<file path="config.mk">
export PLATFORM = sky130hd
export DESIGN_NAME = spi_master_sequencer
export DESIGN_NICKNAME = d
export VERILOG_FILES = /design/src/rtl/spi_seq_pkg.sv /design/src/rtl/spi_clk_div.sv /design/src/rtl/spi_master_sequencer.sv
export SDC_FILE = /design/constraint.sdc
export NUM_CORES = 1
export LEC_CHECK = 0
export CAP_MARGIN = 20
export CELL_PAD_IN_SITES_DETAIL_PLACEMENT = 1
export CELL_PAD_IN_SITES_GLOBAL_PLACEMENT = 1
export CORE_UTILIZATION = 42
export DETAILED_ROUTE_END_ITERATION = 10
export PLACE_DENSITY_LB_ADDON = 0.1
export SLEW_MARGIN = 5
export SYNTH_ARGS = -nofsm -noshare
export SYNTH_HDL_FRONTEND = slang
export SYNTH_SLANG_ARGS = --single-unit
export TNS_END_PERCENT = 30
</file>
<file path="constraint.sdc">
create_clock -name CLK -period 2 [get_ports CLK]
set_input_delay 0.6 -clock CLK [delete_from_list [all_inputs] [get_ports CLK]]
set_output_delay 0.6 -clock CLK [all_outputs]
set_load 0.05 [all_outputs]
</file>
<file path="src/rtl/spi_seq_pkg.sv">
// spi_seq_pkg: shared state encoding and default sizing for the SPI master sequencer
package spi_seq_pkg;
  localparam int DEF_DATA_W  = 8;
  localparam int DEF_CLK_DIV = 2;
  typedef enum logic [2:0] {IDLE, LEAD, HIGH, LOW, TRAIL} state_t;
endpackage

</file>
<file path="src/rtl/spi_clk_div.sv">
// spi_clk_div: end-of-half-period tick generator
// Ports: CLK clock, CLR async active-low reset, EN count enable (clears the count when low),
//        TICK high on the last cycle of each CLK_DIV-cycle half period.
module spi_clk_div #(
  parameter int CLK_DIV = 2
) (
  input  logic CLK,
  input  logic CLR,
  input  logic EN,
  output logic TICK
);
  localparam int CW = $clog2(CLK_DIV + 1);
  logic [CW-1:0] cnt;
  assign TICK = EN && (cnt == CW'(CLK_DIV - 1));
  always_ff @(posedge CLK or negedge CLR)
    if (!CLR) cnt <= '0;
    else cnt <= (!EN || TICK) ? '0 : cnt + 1'b1;
endmodule

</file>
<file path="src/rtl/spi_master_sequencer.sv">
// spi_master_sequencer: single-buffered SPI master (CPOL=0/CPHA=0) with optional CS hold between frames
// Ports: CLK clock, CLR async active-low reset
//        host side: WRITE/TX_DATA load the holding register, READ acknowledges RX_DATA,
//                   HOLD_CS keeps CS low across back-to-back frames,
//                   RX_DATA/RX_VALID/OVERRUN receive status, TX_FULL holding register occupied, BUSY frame active
//        SPI side:  S_CLK, MOSI (MSB first), MISO, CS (active low)
module spi_master_sequencer
  import spi_seq_pkg::*;
#(
  parameter int CLK_DIV = DEF_CLK_DIV,
  parameter int DATA_W  = DEF_DATA_W
) (
  input  logic              CLK,
  input  logic              CLR,
  input  logic              WRITE,
  input  logic [DATA_W-1:0] TX_DATA,
  input  logic              READ,
  input  logic              HOLD_CS,
  output logic [DATA_W-1:0] RX_DATA,
  output logic              RX_VALID,
  output logic              TX_FULL,
  output logic              BUSY,
  output logic              OVERRUN,
  input  logic              MISO,
  output logic              MOSI,
  output logic              S_CLK,
  output logic              CS
);
  localparam int BW = (DATA_W > 1) ? $clog2(DATA_W) : 1;
  state_t state, state_nx;
  logic tick, last, load, sample, shift_en, done;
  logic [BW-1:0] bit_cnt;
  logic [DATA_W-1:0] hold, tx_shift, rx_shift;

  spi_clk_div #(.CLK_DIV(CLK_DIV)) u_div (
    .CLK (CLK),
    .CLR (CLR),
    .EN  (state != IDLE),
    .TICK(tick)
  );

  always_ff @(posedge CLK or negedge CLR)
    if (!CLR) state <= IDLE;
    else state <= state_nx;

  always_comb begin
    state_nx = state;
    load     = 1'b0;
    sample   = 1'b0;
    shift_en = 1'b0;
    done     = 1'b0;
    last     = bit_cnt == BW'(DATA_W - 1);
    case (state)
      IDLE: if (TX_FULL) begin
        state_nx = LEAD;
        load     = 1'b1;
      end
      LEAD, LOW: if (tick) begin
        state_nx = HIGH;
        sample   = 1'b1;
      end
      HIGH: if (tick) begin
        if (!last) begin
          state_nx = LOW;
          shift_en = 1'b1;
        end else begin
          done = 1'b1;
          // back-to-back frame: reload and go straight to LOW so CS never rises
          if (HOLD_CS && TX_FULL) begin
            state_nx = LOW;
            load     = 1'b1;
          end else state_nx = TRAIL;
        end
      end
      TRAIL: if (tick) state_nx = IDLE;
      default: state_nx = IDLE;
    endcase
    CS    = state == IDLE;
    BUSY  = state != IDLE;
    S_CLK = state == HIGH;
    MOSI  = (state != IDLE) && tx_shift[DATA_W-1];
  end

  always_ff @(posedge CLK or negedge CLR)
    if (!CLR) begin
      hold     <= '0;
      tx_shift <= '0;
      rx_shift <= '0;
      bit_cnt  <= '0;
      TX_FULL  <= 1'b0;
      RX_DATA  <= '0;
      RX_VALID <= 1'b0;
      OVERRUN  <= 1'b0;
    end else begin
      if (load) tx_shift <= hold;
      else if (shift_en) tx_shift <= tx_shift << 1;
      if (sample) rx_shift <= DATA_W'({rx_shift, MISO});
      bit_cnt <= done ? '0 : shift_en ? bit_cnt + 1'b1 : bit_cnt;
      // a write that coincides with a load refills the register being emptied
      if (WRITE && (!TX_FULL || load)) begin
        hold    <= TX_DATA;
        TX_FULL <= 1'b1;
      end else if (load) TX_FULL <= 1'b0;
      // completion outranks a coincident READ
      if (done) begin
        RX_DATA  <= rx_shift;
        RX_VALID <= 1'b1;
        OVERRUN  <= OVERRUN | (RX_VALID & ~READ);
      end else if (READ) begin
        RX_VALID <= 1'b0;
        OVERRUN  <= 1'b0;
      end
    end
endmodule

</file>
==> parameters.txt <==
Parameter                              Value

Run status
  Run status    finished clean

Floorplanning
  # IOs    29
  Die height    68.1 um
  Die area    4630 um^2
  Std-Cell Rows    23
  Starting density of the core    0.449
  Die Width    around 68 um
  Core footprint    4090 um^2

Place
  Port Buffer Count    28
  Routability cong.    approximately 0.75
  DPL Wire Length    2690 um

Global route
  Number of global-route vias before repair    1,196
  Maximum number of pins on one net before global-route repair    24
  Initial antenna violation count    0
  Global-route wire length before repair    6010 um
  Combined global-route utilization of all metal layers    0.184
  Total overflow reported by the global router    0

Worst setup path
  Kind of end point of the critical path    output port
  FF-to-FF End    tx_shift[1]
  Kind of start point of the critical path    flop
  Signal arrival time at the worst endpoint    between 1 and 1.5 ns
  Crit path required time    roughly 1.4 ns
  Worst flop-to-flop path startpoint    bit_cnt[0]
  Critical path start-end classification    reg2out
  Largest driver fanout on the critical path    7
  Logic depth of the worst register-to-register path    6
  Register-to-register setup slack    approximately 0.15 ns

Timing
  Number of pins exceeding their max-slew limit in the final report    0
  Number of failing hold endpoints at the final stage    0
  Maximum clock frequency    ~520 MHz
  Crit share post-route    0.960
  Worst hold margin    0.294 ns
  Worst setup skew after layout    0.00497 ns
  Tmin final    between 1.5 and 2 ns
  Setup Viol. Count Final    0
  RSZ-0062 raised after global routing    false
  Slew at the pin closest to its max-slew limit    0.570 ns
  Relative slew slack    0.620
  Setup total negative slack    0 ns

Power and ir drop
  Pwr Total    3.38 mW
  Power per Cell Area    between 1000 and 1500 nW/um^2
  Leakage component of the power    1.09 nW
  Peak supply drop    732 uV

Yosys
  Count of unique library cells instantiated by Yosys    33
  Warnings from Yosys    0
  Cells after Synth    138
  Net count after synthesis    around 160
  Syn avg cell area    13.3 um^2
  Total of flip-flops plus latches after synthesis    43
  Sequential area share after synthesis    0.587
  Synth area leader    sky130_fd_sc_hd__dfrtp_1
  Area contributors post-synth    sky130_fd_sc_hd__dfrtp_1, sky130_fd_sc_hd__mux2_2, sky130_fd_sc_hd__a221o_1, sky130_fd_sc_hd__and3_1, sky130_fd_sc_hd__ha_1
  Share of Yosys cell area claimed by the top area cell type    0.587
  Post-Syn Area    1830 um^2

Final layout
  Synth-to-Final Area Change    28.8%
  Fraction of layout instances using a drive strength above 1    0.367
  Antenna diode instance count    0
  # nets final    196
  Final design utilization    0.578
  Most common cell after layout, fill and taps aside    sky130_fd_sc_hd__dfrtp_1
  Highest-count cells in the layout ignoring fill and taps    sky130_fd_sc_hd__dfrtp_1, sky130_fd_sc_hd__mux2_2, sky130_fd_sc_hd__buf_4

Detailed routing
  DRC marker count from the first detailed-route iteration    10
  Highest metal layer used by the detailed router    met4
  Sum of routed wire length over all layers    3630 um
  Number of search-and-repair iterations in the first detailed-routing pass    2
  Length of routed met2 wiring    1880 um
  Total via count in the routed design    1,194
  Via density per instance    5.19
  WL per Instance    15.8 um
  Detail Route met3 WL    134 um
  DRT antenna net count    0
  Remaining DRCs    0
  Met1 WL    1550 um

Clocking
  CTS clk-pin slew, worst paths    0.08 ns
  Clock tree from TritonCTS    yes
  Num CTS Buffers    5
  Worst skew pair latency    0.30 ns
  CTS Buffer Depth    2
  Number of H-tree branching levels    2
  Hold-fix buffer count after cts    0
  Clock sink count    43
  Clock root buffer    sky130_fd_sc_hd__clkbuf_8

Run
  Max-cap violations    0

Hold path
  Worst min path class    in2async
## per-stage QoR
step	setup WS, ns	instance area [um^2]	cells
after floorplan	-0.00935	1840	138
after global placement	0.00101	2220	218
after detailed placement	-0.0422	2220	218
after CTS	0.0000682	2340	227
after global routing	0.000491	2360	230
final	0.0809	2360	230
## flip-flops by register name, summed over array words and instances (netlist names)
signal     flops
TX_FULL        1
hold           8
OVERRUN        1
bit_cnt        3
state          3
RX_DATA        8
rx_shift       8
tx_shift       8
u_div.cnt      2
RX_VALID       1
## cell usage after synthesis, drive strengths merged
library cell,number
mux2,25
a31oi,1
ha,3
inv,6
and2b,1
a221o,6
and3,6
a21boi,2
a21oi,1
o21ai,8
nand2,7
o21bai,1
dfrtp,43
or2,1
buf,6
nor4bb,1
nand3,4
a22oi,1
nand2b,1
nor3,3
nor2b,1
and2,2
mux2i,1
nor2,5
o22ai,1
nand3b,1
## worst max-delay path: stages (launching register included)
cell and delay [ns]:
sky130_fd_sc_hd__dfrtp_2 0.47, sky130_fd_sc_hd__nor3_4 0.26, sky130_fd_sc_hd__buf_4 0.17, sky130_fd_sc_hd__buf_12 0.12
## report_power, final
| group | switching [mW] | internal, mW | leakage (nW) |
|---|---|---|---|
| clock network | 0.298 | 0.372 | 0.0581 |
| registers | 0.201 | 1.19 | 0.518 |
| logic | 0.632 | 0.697 | 0.512 |
## area by class of cell
class                      count  area, um^2
clock buffer                   5        68.8
clock inverter                 3        43.8
fill                         423        1730
inverter                       6        22.5
multi-input combinational     83         694
sequential                    43        1080
tap                           50        62.6
timing repair buffer          40         390
## cells by family after synthesis
logic type,synth area share
flip-flops,0.587
AND/OR/NAND/NOR,0.104
multiplexers,0.159
AO/OA/AOI/OAI,0.0887
buffers and inverters,0.0403
adder cells (fa/ha/maj),0.0205
## how the worst max path moves through the flow
| stage | from | end | slack (ns) | depth (start not counted) |
|---|---|---|---|---|
| 2_1_floorplan | state[0] | BUSY | -0.009 | 2 |
| 3_3_place_gp | HOLD_CS | tx_shift[3] | 0.001 | 5 |
| 3_5_place_dp | HOLD_CS | tx_shift[2] | -0.04 | 5 |
| 4_1_cts | state[1] | CS | 0.00007 | 3 |
| 5_1_grt | state[2] | CS | 0.0005 | 3 |
| 6_report | state[2] | CS | 0.08 | 3 |
## what timing repair did
action / in CTS / in global routing
cloned: 0 / 0
setup buffers: 1 / 3
hold endpoints to repair: 0 / 0
gates resized for setup: 1 / 1
setup endpoints to repair: 2 / 3
pin swaps: 1 / 1
## routing by layer
metal	up-vias	global-route usage
met1	598	0.228
met5	-	0
met2	21	0.301
met3	6	0.0500
li1	569	-
met4	0	0.0781
Power figures use the tool's default switching activity.
